[config.mk]
export PLATFORM = sky130hd
export DESIGN_NAME = sreg_cmd_arb
export DESIGN_NICKNAME = d
export VERILOG_FILES = /design/src/rtl/sreg_pkg.sv /design/src/rtl/sreg_cmd_arb_rr_pick.sv /design/src/rtl/sreg_cmd_arb.sv
export SDC_FILE = /design/constraint.sdc
export NUM_CORES = 1
export LEC_CHECK = 0
export BUFFER_PORTS_ARGS = -buffer_cell sky130_fd_sc_hd__clkbuf_2
export CORE_UTILIZATION = 46
export DETAILED_ROUTE_END_ITERATION = 10
export PLACE_DENSITY_LB_ADDON = 0.2
export SYNTH_ARGS = -nofsm -noshare
export SYNTH_HDL_FRONTEND = slang
export SYNTH_SLANG_ARGS = --single-unit
[constraint.sdc]
create_clock -name clk -period 2.5 [get_ports clk]
set_input_delay 0.5 -clock clk [delete_from_list [all_inputs] [get_ports clk]]
set_output_delay 0.5 -clock clk [all_outputs]
set_load 0.05 [all_outputs]
[src/rtl/sreg_pkg.sv]
// Shared types for the sreg_ctrl command path: opcode encoding and arbiter FSM states.
// Pure declarations; no timing or backpressure of its own.
package sreg_pkg;

  localparam int DATA_W = 42;
  localparam int CMD_W  = 3;

  typedef enum logic [CMD_W-1:0] {
    PIX_WRITE         = 3'd0,
    PIX_READ          = 3'd1,
    PIX_READ_END      = 3'd2,
    WRITE_PCLK_0      = 3'd3,
    WRITE_PCLK_1      = 3'd4,
    WRITE_FULL_PCLK_0 = 3'd5,
    WRITE_FULL_PCLK_1 = 3'd6,
    SREG_READ         = 3'd7
  } sreg_cmd_e;

  typedef enum logic [1:0] {
    IDLE      = 2'd0,
    ISSUE     = 2'd1,
    GAP       = 2'd2,
    WAIT_DONE = 2'd3
  } arb_state_e;

endpackage

[src/rtl/sreg_cmd_arb_rr_pick.sv]
// Combinational round-robin picker with an optional single-index override (used for the lock).
// Zero latency; grant is simply empty when the chosen requester is not asserting.
module rr_pick #(
  parameter int NUM_REQ = 2,
  parameter int IDX_W   = (NUM_REQ > 1) ? $clog2(NUM_REQ) : 1
) (
  input  logic [NUM_REQ-1:0] req,
  input  logic [IDX_W-1:0]   ptr,
  input  logic               mask_en,
  input  logic [IDX_W-1:0]   mask_idx,
  output logic [NUM_REQ-1:0] gnt,
  output logic [IDX_W-1:0]   gnt_idx
);

  int sel;

  always_comb begin
    gnt     = '0;
    gnt_idx = '0;
    sel     = 0;
    if (mask_en) begin
      if (req[mask_idx]) begin
        gnt[mask_idx] = 1'b1;
        gnt_idx       = mask_idx;
      end
    end else begin
      // Walk from the farthest offset down so the requester nearest ptr is written last and wins.
      for (int k = NUM_REQ - 1; k >= 0; k--) begin
        sel = int'(ptr) + k;
        if (sel >= NUM_REQ) sel = sel - NUM_REQ;
        if (req[sel]) begin
          gnt      = '0;
          gnt[sel] = 1'b1;
          gnt_idx  = IDX_W'(sel);
        end
      end
    end
  end

endmodule

[src/rtl/sreg_cmd_arb.sv]
// Round-robin arbiter sharing one sreg_ctrl command port; keeps PIX_READ..PIX_READ_END atomic.
// Issue 1 cycle after accept, response 1 cycle after done; one command in flight, req_ready only in IDLE.
module sreg_cmd_arb
  import sreg_pkg::*;
#(
  parameter int NUM_REQ = 2,
  parameter int TIMEOUT = 1024
) (
  input  logic                      clk,
  input  logic                      rst_n,
  input  logic [NUM_REQ-1:0]        req_valid,
  input  logic [CMD_W*NUM_REQ-1:0]  req_cmd,
  input  logic [DATA_W*NUM_REQ-1:0] req_data,
  output logic [NUM_REQ-1:0]        req_ready,
  output logic [NUM_REQ-1:0]        rsp_valid,
  output logic [DATA_W-1:0]         rsp_data,
  output logic                      rsp_err,
  output logic                      ctrl_cmd_valid,
  output logic [CMD_W-1:0]          ctrl_cmd,
  output logic [DATA_W-1:0]         ctrl_data_in,
  input  logic                      ctrl_cmd_ready,
  input  logic [DATA_W-1:0]         ctrl_data_out,
  output logic                      locked
);

  localparam int IDX_W = (NUM_REQ > 1) ? $clog2(NUM_REQ) : 1;
  localparam int TMO_W = $clog2(TIMEOUT) + 1;

  arb_state_e         state;
  logic [IDX_W-1:0]   owner;
  logic [IDX_W-1:0]   owner_nxt;
  logic [IDX_W-1:0]   lock_owner;
  logic [IDX_W-1:0]   rr_ptr;
  logic [IDX_W-1:0]   gnt_idx;
  logic [NUM_REQ-1:0] gnt;
  logic [NUM_REQ-1:0] owner_oh;
  logic [TMO_W-1:0]   tmo_cnt;
  logic               tmo_hit;
  logic               take;

  rr_pick #(
    .NUM_REQ (NUM_REQ),
    .IDX_W   (IDX_W)
  ) u_rr_pick (
    .req      (req_valid),
    .ptr      (rr_ptr),
    .mask_en  (locked),
    .mask_idx (lock_owner),
    .gnt      (gnt),
    .gnt_idx  (gnt_idx)
  );

  // Grant is held off during reset so no requester sees a phantom accept.
  assign req_ready = (rst_n && state == IDLE) ? gnt : '0;
  assign take      = |(req_valid & req_ready);
  assign tmo_hit   = (tmo_cnt == TMO_W'(TIMEOUT - 1));
  assign owner_nxt = (owner == IDX_W'(NUM_REQ - 1)) ? '0 : owner + IDX_W'(1);
  assign owner_oh  = NUM_REQ'(1) << owner;

  always_ff @(posedge clk or negedge rst_n) begin
    if (!rst_n) begin
      state          <= IDLE;
      owner          <= '0;
      lock_owner     <= '0;
      rr_ptr         <= '0;
      locked         <= 1'b0;
      tmo_cnt        <= '0;
      ctrl_cmd_valid <= 1'b0;
      ctrl_cmd       <= '0;
      ctrl_data_in   <= '0;
      rsp_valid      <= '0;
      rsp_err        <= 1'b0;
      rsp_data       <= '0;
    end else begin
      rsp_valid <= '0;
      rsp_err   <= 1'b0;
      case (state)
        IDLE: begin
          if (take) begin
            owner          <= gnt_idx;
            ctrl_cmd       <= req_cmd[int'(gnt_idx)*CMD_W +: CMD_W];
            ctrl_data_in   <= req_data[int'(gnt_idx)*DATA_W +: DATA_W];
            ctrl_cmd_valid <= 1'b1;
            tmo_cnt        <= '0;
            state          <= ISSUE;
          end
        end
        ISSUE: begin
          if (ctrl_cmd_ready) begin
            ctrl_cmd_valid <= 1'b0;
            state          <= GAP;
          end else if (tmo_hit) begin
            ctrl_cmd_valid <= 1'b0;
            rsp_valid      <= owner_oh;
            rsp_err        <= 1'b1;
            locked         <= 1'b0;
            rr_ptr         <= owner_nxt;
            state          <= IDLE;
          end else begin
            tmo_cnt <= tmo_cnt + TMO_W'(1);
          end
        end
        GAP: begin
          // sreg_ctrl may still show the stale ready from before it latched the command.
          tmo_cnt <= '0;
          state   <= WAIT_DONE;
        end
        WAIT_DONE: begin
          if (ctrl_cmd_ready) begin
            rsp_data  <= ctrl_data_out;
            rsp_valid <= owner_oh;
            if (ctrl_cmd == PIX_READ) begin
              locked     <= 1'b1;
              lock_owner <= owner;
            end else if (ctrl_cmd == PIX_READ_END && locked && owner == lock_owner) begin
              locked <= 1'b0;
            end
            if (!locked) rr_ptr <= owner_nxt;
            state <= IDLE;
          end else if (tmo_hit) begin
            rsp_valid <= owner_oh;
            rsp_err   <= 1'b1;
            locked    <= 1'b0;
            rr_ptr    <= owner_nxt;
            state     <= IDLE;
          end else begin
            tmo_cnt <= tmo_cnt + TMO_W'(1);
          end
        end
        default: state <= IDLE;
      endcase
    end
  end

endmodule

==> results.md, run 1 <==
- Status: completed
- GRT Overall Usage: 0.224
- Fin. Hold Viols: 0
- #FFs+latches synth: roughly 110
- Share of the synthesized area in the top cell type: 0.562
- Req. time, crit path: roughly 2.0 ns
- Commonest non-fill, non-tap cell in the layout: clkbuf_2
- Kind of cell adding the most delay to the critical path: buffers and inverters
- Post-synth top flop: dfrtp_1
- R2R depth: 6
- Htree depth: 3
- Die area: 0.0109 mm^2
- Total CTS buffers: 9
- WHS Path Cells: 2
- Clk_lat worst skew: around 0.37 ns
- Core Rows: 36
- Power per cell area: 1510 mW/mm^2
- Met3 usage: 0.0677
- Die H: 104 um
- Clock net sink count: about 110
- Worst Path Max Fanout: 21
- Nature of the critical path endpoint: output port
- Setup_tns: 0 ns
- Hold Path Sink: rsp_data[38]
- Layout cells sized above 1: 0.491
- Nets: between 700 and 800
- Largest net degree at the start of global routing: 93
- Area delta synth->final: 30.7%
- Max frequency: 420 MHz
- Core area: roughly 0.01 mm^2
- Met1 Use GR: 0.272
- RR Endpoint: rr_ptr
- Initial antenna violation count: 0
- Max stage delay on crit path: roughly 0.54 ns
- Crit-path cells: dlygate4sd3_1 > buf_6 > nand2_1 > nor2_1 > clkbuf_2
- Post-Route Skew: 0.0103 ns
- N_diodes: 0
- Max transition margin: 0.563
- Post-Route WL: roughly 12000 um
- Syn. warnings: 0
- First-pass GRT wire length: a little under 20000 um
- Detailed router's first-iteration violation count: ~150
- Cell area after synthesis: roughly 0.0048 mm^2
- Buf+Inv Stages, Crit Path: 3
- Tcrit/Tclk final: 0.951
- Most Used Layer, Global Route: met2
- RSZ-0062 raised after global routing: false
- Buffers on Ports: between 200 and 250
- WS Path Type: input port to output port
- Synth top area cells: dfrtp_1 (56%), mux2_2 (10%), mux2i_1 (9.6%)
- Finished Core Util: 0.631
- Max_cap viols: 0
- Wire per inst: 15.2 um
- M2 GR Usage: 0.374
- Hold Path Class: input port to flop
- Total vias in the final route: around 3900
- Setup violations, final: 0
- Worst R2R Start: tmo_cnt[0]
- CTS tree: done
- Clock-pin slew on the worst setup and hold paths: approximately 0.11 ns
- Die X: approximately 100 um
- Post-synthesis net count: between 500 and 600
- Syn Inst Count: just over 400
- Library cells used by synthesis: 46
- Antenna viol nets, final: 0
- GRT overflow: 0
- CP Data Arrival Time: between 1.5 and 2 ns
- Worst IR drop on VDD: approximately 0.00095 V
- Crit path launch type: input port
- Actual slew at the worst max-slew pin: 0.651 ns
- Clock buffer depth: 2
- Simple-gate share of the synthesized area: 0.0960
- Drt drc: 0
- Vias in the first global route: 3981
- Most frequent cells in the layout: clkbuf_2 (229), dfrtp_1 (108), nor2_1 (52)
- Placer congestion estimate: between 0.8 and 0.9
- Tmin final: ~2.4 ns
- Register-to-register path setup slack: between 0.4 and 0.5 ns
- Mux contribution to synthesized area: 0.199
- Top-level port count: 231
- DP Wirelength: around 8900 um
- Clock Tree Root: clkbuf_8
- Leak: 3.24 nW
- Post-synth top area cell: dfrtp_1
- Synth Area in XOR/XNOR: 0.00364
- Post-synthesis sequential area ratio: 0.562
- Initial Util: 0.483
- Synth Area in Adders: 0.00260
- Via density: 5.10
- Async set or reset register ratio after synthesis: 1.00
- Final Max Slew Viols: 0
- Post-synth EDFFs: 0
- Slowest CP cell: dlygate4sd3_1
- Main combinational cell family by area after synthesis: multiplexers
- TritonRoute pass-1 iters: 4
- Compound-Gate Fraction of Synth Area: 0.104
- Mean Syn Cell Area: between 10 and 15 um^2
- Min-delay src: ctrl_data_out[38]
-- synthesized netlist by cell type, drive strengths merged, types with 5 or more instances --
master / count
buf: 18
mux2: 44
or4: 5
o31ai: 5
a21oi: 49
nand3: 10
dfrtp: 108
o21ai: 5
mux2i: 46
a2bb2oi: 5
nor2: 53
nand2: 11
clkbuf: 8
-- state kept, by name, indices dropped and copies added, names as in the netlist, 2 cells and up --
register,cells
rsp_data,42
ctrl_cmd,3
ctrl_data_in,42
tmo_cnt,11
state,2
rsp_valid,2
-- per-stage QoR --
step / power (mW) / area [um^2] / hold slack [ns] / std cells / setup WS [ns]
global route: 9.97 / 6280 / 0.339 / 764 / 0.0169
detailed placement: 8.47 / 6070 / 0.394 / 747 / 0.463
finish: 9.48 / 6280 / 0.355 / 764 / 0.122
CTS: 9.58 / 6280 / 0.339 / 764 / 0.0532
floorplan: 7.15 / 4810 / 0.204 / 404 / 0.131
global placement: 8.36 / 6070 / 0.391 / 747 / 0.537
-- where the power goes --
part	switching [mW]	leakage, nW	total, mW	internal (mW)
clock network	0.607	0.106	1.08	0.473
registers	0.500	1.27	3.04	2.54
logic	3.89	1.86	5.36	1.47
-- area by class of cell --
cell class                      count  area (um^2)
Fill cell                         863         3670
Sequential cell                   108         2700
Multi-Input combinational cell    267         1960
Timing Repair Buffer              237         1250
Tap cell                          133          166
Clock buffer                        9          124
Clock inverter                      7         73.8
Inverter                            3         11.3
-- how the worst max path moves through the flow --
stage | from | endpoint | slack (ns) | cells after the start
2_1_floorplan | locked | req_ready[1] | 0.13 | 7
6_report | rst_n | req_ready[0] | 0.12 | 5
3_3_place_gp | tmo_cnt[0] | rr_ptr | 0.54 | 6
4_1_cts | rst_n | req_ready[0] | 0.05 | 5
5_1_grt | rst_n | req_ready[0] | 0.02 | 5
3_5_place_dp | tmo_cnt[0] | rr_ptr | 0.46 | 6
-- repair_timing --
action / 4_1_cts / 5_1_grt
setup endpoints to repair: 0 / 1
buffers inserted: 0 / 0
gates resized for setup: 0 / 1
endpoints found under the hold margin: 17 / 0
hold buffers: 1 / 0
-- routing by layer --
metal	vias to the layer above	share of wire
li1	1891	-
met4	0	0.026
met3	25	0.077
met5	-	0
met1	1822	0.42
met2	159	0.48
-- cells by family (layout without fill, tap and decap cells) --
family | count (synthesis) | after routing
compound gates | 78 | 78
fa+ha+maj | 1 | 1
buf+inv | 29 | 256
simple gates | 96 | 96
flops | 108 | 108
xor+xnor | 2 | 2
mux | 90 | 90
-- worst register-to-register path, stage by stage, from the launching register on --
cell and delay (ns):
dfrtp_1 0.41, ha_1 0.25, nand2_1 0.12, or3_1 0.39, o31a_1 0.32, a21oi_2 0.13, mux2_2 0.34
Note: power is estimated with default switching activity, not from simulation.
==> inputs of run 2 (changes only) <==
CORE_UTILIZATION = 47   (was 46)
SKIP_CTS_REPAIR_TIMING = 1   (was not set)
SYNTH_HIERARCHICAL = 1   (was not set)
==> run 2 against run 1 <==
Against the previous run:
- hold slack worse by 0.32 ns
- count of clock-buffer cells in the layout stayed put
- clock power hardly changed
- first-iteration DRC count is 16% lower
- worst setup slack better by 0.038 ns
- sequential cell count stayed put
- via count is 0.69% lower
- critical path type is now flop to output port
==> results.md, run 2 <==
- Most frequent cells in the layout: clkbuf_2 (229), dfrtp_1 (108), o21ai_0 (54)
- Crit path launch type: flop
- Clock buffer depth: 2 (unchanged)
- Leak: 3.32 nW (+2.6%)
- Syn Inst Count: 411 (+1.7%)
- Share of the synthesized area in the top cell type: 0.559 (-0.00335)
- Core area: 0.00986 mm^2 (-0.91%)
- Total vias in the final route: 3870 (-0.69%)
- Post-Route WL: 11500 um (-1.2%)
- Die H: 103 um (-0.76%)
- DP Wirelength: 8910 um (+0.42%)
- WS Path Type: flop to output port
- Power per cell area: 1390 mW/mm^2 (-7.6%)
- Largest net degree at the start of global routing: 79 (-15%)
- Post-placement cell area: 0.00616 mm^2 (+1.5%)
- #FFs+latches synth: 108 (unchanged)
- Synth Area in Adders: 0.00259 (-0.0000155)
- TritonRoute pass-1 iters: 4 (unchanged)
- Register-to-register path setup slack: 0.29 ns (-0.14 ns)
- Final Cell Area: 0.00636 mm^2 (+1.3%)
- Kind of cell adding the most delay to the critical path: flip-flops
- N_diodes: 0 (unchanged)
- Clock-pin slew on the worst setup and hold paths: 0.12 ns (about the same)
- Worst IR drop on VDD: 0.000754 V (-21%)
- Syn. warnings: 6 (+6)
- Compound-Gate Fraction of Synth Area: 0.0939 (-0.00967)
- Crit path depth: 4 (-1)
- Max frequency: 427 MHz (+1.6%)
- Post-synth top area cell: dfrtp_1
- Tcrit/Tclk final: 0.936 (-0.0152)
- Htree depth: 3 (unchanged)
- Placer congestion estimate: 0.824 (-3.8%)
- Detailed router's first-iteration violation count: 125 (-16%)
- Clock net sink count: 108 (unchanged)
- Core Rows: 36 (unchanged)
- Setup violations, final: 0 (unchanged)
- Async set or reset register ratio after synthesis: 1.00 (unchanged)
- GRT Overall Usage: 0.218 (-0.00602)
- Setup crit start: locked
- Max transition margin: 0.557 (-0.00623)
- Post-synth top cells: dfrtp_1 (108), o21ai_0 (54), nand2_1 (53), mux2i_1 (51), mux2_2 (44)
- CP Data Arrival Time: 1.84 ns (-0.04 ns)
- RR Endpoint: tmo_cnt[3]
- Worst R2R Start: locked
- Final Max Slew Viols: 0 (unchanged)
- Antenna viol nets, final: 0 (unchanged)
- Crit-path cells: nor2_1 > a221oi_4 > and3_1 > clkbuf_2
- First-pass GRT wire length: 17900 um (-6.9%)
- Main combinational cell family by area after synthesis: multiplexers
- Die area: 0.0107 mm^2 (-1.5%)
- Max stage delay on crit path: 0.55 ns (about the same)
- Mean Syn Cell Area: 11.8 um^2 (-1.1%)
- R2R depth: 7 (+1)
- Total CTS buffers: 9 (unchanged)
- Clk_lat worst skew: 0.37 ns (about the same)
- Nets: 775 (+1.4%)
- Most numerous cell in the Yosys netlist: dfrtp_1
- Library cells used by synthesis: 46 (unchanged)
- Max_cap viols: 0 (unchanged)
- GRT overflow: 0 (unchanged)
- Hold Path Class: input port to asynchronous set/reset pin
- Setup_tns: 0 ns (unchanged)
- Mux contribution to synthesized area: 0.208 (+0.00917)
- Cell area after synthesis: 0.00484 mm^2 (+0.60%)
- Top-level port count: 231 (unchanged)
- Post-Route Skew: 0.0194 ns (+0.00902 ns)
- Via density: 4.99 (-2.1%)
- Drt drc: 0 (unchanged)
- Buffers on Ports: 230 (unchanged)
- Post-synth top flop: dfrtp_1
- Actual slew at the worst max-slew pin: 0.665 ns (+0.0132 ns)
- Post-synthesis sequential area ratio: 0.559 (-0.00335)
- RSZ-0062 raised after global routing: false
- Initial Util: 0.490 (+0.00733)
- Area delta synth->final: 31.6%
- Buf+Inv Stages, Crit Path: 1 (-2)
- Post-synthesis net count: 549 (+1.3%)
- Wire per inst: 14.8 um (-2.6%)
- Fin. Hold Viols: 0 (unchanged)
- Initial antenna violation count: 0 (unchanged)
- Simple-gate share of the synthesized area: 0.101 (+0.00512)
- Post-synth EDFFs: 0 (unchanged)
- Top flop regs: ctrl_data_in (42), rsp_data (42), tmo_cnt (11)
- Vias in the first global route: 3737 (-6.1%)
- Synth Area in XOR/XNOR: 0.00181 (-0.00183)
- Req. time, crit path: 2.00 ns (about the same)
- CTS tree: done
- Worst Setup EP: req_ready[1]
- Layout cells sized above 1: 0.489 (-0.00219)
- Worst Path Max Fanout: 8 (-62%)
- Commonest non-fill, non-tap cell in the layout: clkbuf_2
- Die X: 103 um (-0.76%)
- Nature of the critical path endpoint: output port
- Tmin final: 2.34 ns (-0.0380 ns)
- Clock Tree Root: clkbuf_8
- Synth top area cells: dfrtp_1 (56%), mux2i_1 (11%), mux2_2 (10%)
- Slowest CP cell: dfrtp_1
- Status: completed
==> run 2: cell types whose count changed in the layout (fill, tap and decap cells not counted), sizes merged, moves of 4 or more <==
cell     change
o21ai       +49
nor2        -47
a21oi       -43
nand2       +42
inv          +7
mux2i        +5
nand3        -5
nor3         +5
a2bb2oi      -4
buf          +4
==> run 2: through the flow <==
step	power [mW]	utilization	cells	worst slack, ns	hold slack, ns
after global routing	9.35	0.645	775	0.0331	0.0330
after detailed placement	7.89	0.625	759	0.355	0.440
after global placement	7.77	0.625	759	0.422	0.435
final	8.86	0.645	775	0.160	0.0344
after CTS	8.95	0.645	775	0.133	0.0282
after floorplan	6.61	-	411	0.325	0.204
==> run 2: logic make-up after synthesis <==
logic type | Yosys count
DFF | 108
muxes | 95
xor gates and xnor gates | 1
and+or+nand+nor | 95
AOI/OAI and AO/OA | 77
adders and majority gates | 1
buffers and inverters | 34
==> run 2: area by class of cell <==
cell class	instances	area, um^2
Clock buffer	9	124
Clock inverter	7	77.6
Fill cell	818	3500
Inverter	9	33.8
Multi-Input combinational cell	269	2010
Sequential cell	108	2700
Tap cell	133	166
Timing Repair Buffer	240	1250
==> run 2: how the worst min path moves through the flow <==
stage	endpoint	slack (ns)	cells past startpoint
6_report	state[1]	0.03	1
5_1_grt	state[1]	0.03	1
4_1_cts	state[1]	0.03	1
3_5_place_dp	state[1]	0.44	1
3_3_place_gp	state[1]	0.44	1
2_1_floorplan	ctrl_cmd[0]	0.20	0
==> run 2: per-layer routing <==
| metal | vias to the layer above | global-route usage | share of wire |
|---|---|---|---|
| li1 | 1899 | - | - |
| met1 | 1825 | 0.270 | 0.40 |
| met2 | 136 | 0.374 | 0.52 |
| met3 | 10 | 0.0679 | 0.072 |
| met4 | 0 | 0.0520 | 0.0095 |
| met5 | - | 0 | 0 |
==> run 2: power by group <==
group / switching [mW] / leakage, nW / total [mW] / internal [mW]
sequential: 0.471 / 1.34 / 2.95 / 2.48
combinational: 3.56 / 1.88 / 4.86 / 1.31
clock: 0.650 / 0.0983 / 1.05 / 0.397
==> inputs of run 3 (changes only) <==
CTS_BUF_LIST = sky130_fd_sc_hd__clkbuf_16   (was not set)
==> run 3 against run 2 <==
Against the previous run:
- cell area is 1.6% higher
- cell count did not move
- clock skew decreased by 0.0088 ns
- count of clock-buffer cells in the layout unchanged
- sequential power about the same
- sequential share of layout area down 0.67 points
- non-clock buffer count stayed put
- sequential cell count did not move
- core utilization increased by 1.0 points
- via count is 0.34% higher
==> results.md, run 3 (same netlist as run 2, synthesis figures left out) <==
- Fin. Hold Viols: 0 (unchanged)
- GRT Overall Usage: 0.220 (+0.00128)
- Final Cell Area: 0.00646 mm^2 (+1.6%)
- Clock-pin slew on the worst setup and hold paths: 0.08 ns (-0.04 ns)
- Slowest CP cell: dfrtp_1
- Die area: 0.0107 mm^2 (unchanged)
- Worst Setup EP: req_ready[1]
- Initial antenna violation count: 0 (unchanged)
- Tcrit/Tclk final: 0.921 (-0.0154)
- GRT overflow: 0 (unchanged)
- Setup violations, final: 0 (unchanged)
- Nets: 775 (unchanged)
- Post-placement cell area: 0.00616 mm^2 (unchanged)
- Worst R2R Start: locked
- Commonest non-fill, non-tap cell in the layout: clkbuf_2
- Initial Util: 0.490 (unchanged)
- Layout cells sized above 1: 0.489 (unchanged)
- Die H: 103 um (unchanged)
- CP Data Arrival Time: 1.80 ns (-0.04 ns)
- RR Endpoint: tmo_cnt[3]
- Total vias in the final route: 3883 (+0.34%)
- Largest net degree at the start of global routing: 79 (unchanged)
- Core Rows: 36 (unchanged)
- Reg area: 0.00270 mm^2 (unchanged)
- Tmin final: 2.30 ns (-0.0384 ns)
- Post-Route Skew: 0.0106 ns (-0.00881 ns)
- Detailed router's first-iteration violation count: 108 (-14%)
- Register-to-register path setup slack: 0.31 ns (+0.02 ns)
- Wire per inst: 14.9 um (+0.34%)
- Placer congestion estimate: 0.824 (unchanged)
- Leak: 3.37 nW (+1.4%)
- Hold Path Class: input port to asynchronous set/reset pin
- Buf+Inv Stages, Crit Path: 1 (unchanged)
- Vias in the first global route: 3759 (+0.59%)
- Crit-path cells: nor2_1 > a221oi_4 > and3_1 > clkbuf_2
- Via density: 5.01 (+0.34%)
- Worst Path Max Fanout: 8 (unchanged)
- Max stage delay on crit path: 0.54 ns (about the same)
- R2R depth: 7 (unchanged)
- First-pass GRT wire length: 18000 um (+0.35%)
- RSZ-0062 raised after global routing: false
- Req. time, crit path: 2.00 ns (about the same)
- Most frequent cells in the layout: clkbuf_2 (229), dfrtp_1 (108), o21ai_0 (54)
- Core area: 0.00986 mm^2 (unchanged)
- N_diodes: 0 (unchanged)
- Crit path launch type: flop
- Fillers: 796 (-2.7%)
- DP Wirelength: 8910 um (unchanged)
- Setup_tns: 0 ns (unchanged)
- Max frequency: 434 MHz (+1.7%)
- TritonRoute pass-1 iters: 4 (unchanged)
- Buffers on Ports: 230 (unchanged)
- WS Path Type: flop to output port
- CTS tree: done
- Status: completed
- Power per cell area: 1430 mW/mm^2 (+2.5%)
- Setup crit start: locked
- Worst IR drop on VDD: 0.000757 V (+0.30%)
- Max transition margin: 0.554 (-0.00250)
- Top-level port count: 231 (unchanged)
- Nature of the critical path endpoint: output port
- Area delta synth->final: 33.7%
- Final Max Slew Viols: 0 (unchanged)
- Area of the multi-input gates: 0.00201 mm^2 (unchanged)
- Post-Route WL: 11500 um (+0.34%)
- Crit path depth: 4 (unchanged)
- Max_cap viols: 0 (unchanged)
- Antenna viol nets, final: 0 (unchanged)
- Clk_lat worst skew: 0.34 ns (-0.03 ns)
- Clock net sink count: 108 (unchanged)
- Drt drc: 0 (unchanged)
- Actual slew at the worst max-slew pin: 0.668 ns (+0.00375 ns)
- Top flop regs: ctrl_data_in (42), rsp_data (42), tmo_cnt (11)
- Clock Tree Root: clkbuf_16
- Clock buffer depth: 2 (unchanged)
- Htree depth: 3 (unchanged)
- Total CTS buffers: 9 (unchanged)
- Die X: 103 um (unchanged)
- Finished Core Util: 0.655 (+0.0103)
- Kind of cell adding the most delay to the critical path: flip-flops
- Hold WS: 0.0676 ns (+0.0332 ns)
-- run 3: cell count changes in the layout (fill, tap and decap cells not counted) --
cell       previous run  this run
clkbuf_8              9         0
clkbuf_16             0         9
-- run 3: final cells by class --
cell class	instances	share of cell area
Clock buffer	9	0.0348
Multi-Input combinational cell	269	0.310
Tap cell	133	0.0257
Clock inverter	7	0.0120
Inverter	9	0.00523
Sequential cell	108	0.418
Timing Repair Buffer	240	0.194
-- run 3: worst register-to-register path, stage by stage, from the launching register on --
cell       delay [ns]
dfrtp_1          0.54
nor2_1           0.12
a221oi_4         0.32
a22o_1           0.30
a2bb2oi_2        0.17
buf_4            0.20
nor3b_1          0.25
mux2i_1          0.21
-- run 3: through the flow --
| stage | total power [mW] | worst slack [ns] | cells |
|---|---|---|---|
| finish | 9.23 | 0.198 | 775 |
| global route | 9.72 | 0.0894 | 775 |
| CTS | 9.31 | 0.182 | 775 |
| detailed placement | 7.89 | 0.355 | 759 |
| global placement | 7.77 | 0.422 | 759 |
| floorplan | 6.61 | 0.325 | 411 |
-- run 3: where the power goes --
group          switching (mW)  internal [mW]
combinational            3.55           1.31
sequential              0.472           2.49
clock                   0.696          0.712
total                    4.72           4.51
-- run 3: per-layer routing --
metal  wire length [um]  vias up  GRT usage
li1                   -     1899          -
met1               4570     1847      0.271
met2               6080      125      0.380
met3                767       12     0.0605
met4                131        0     0.0596
met5                  0        -          0
-- run 3: worst min path at each step --
| stage | startpoint | to | slack, ns | cells after the start |
|---|---|---|---|---|
| after floorplan | rst_n | ctrl_cmd[0] | 0.20 | 0 |
| after global placement | rst_n | state[1] | 0.44 | 1 |
| after detailed placement | rst_n | state[1] | 0.44 | 1 |
| after CTS | rst_n | state[1] | 0.07 | 1 |
| after global routing | rst_n | state[1] | 0.08 | 1 |
| final | rst_n | state[1] | 0.07 | 1 |
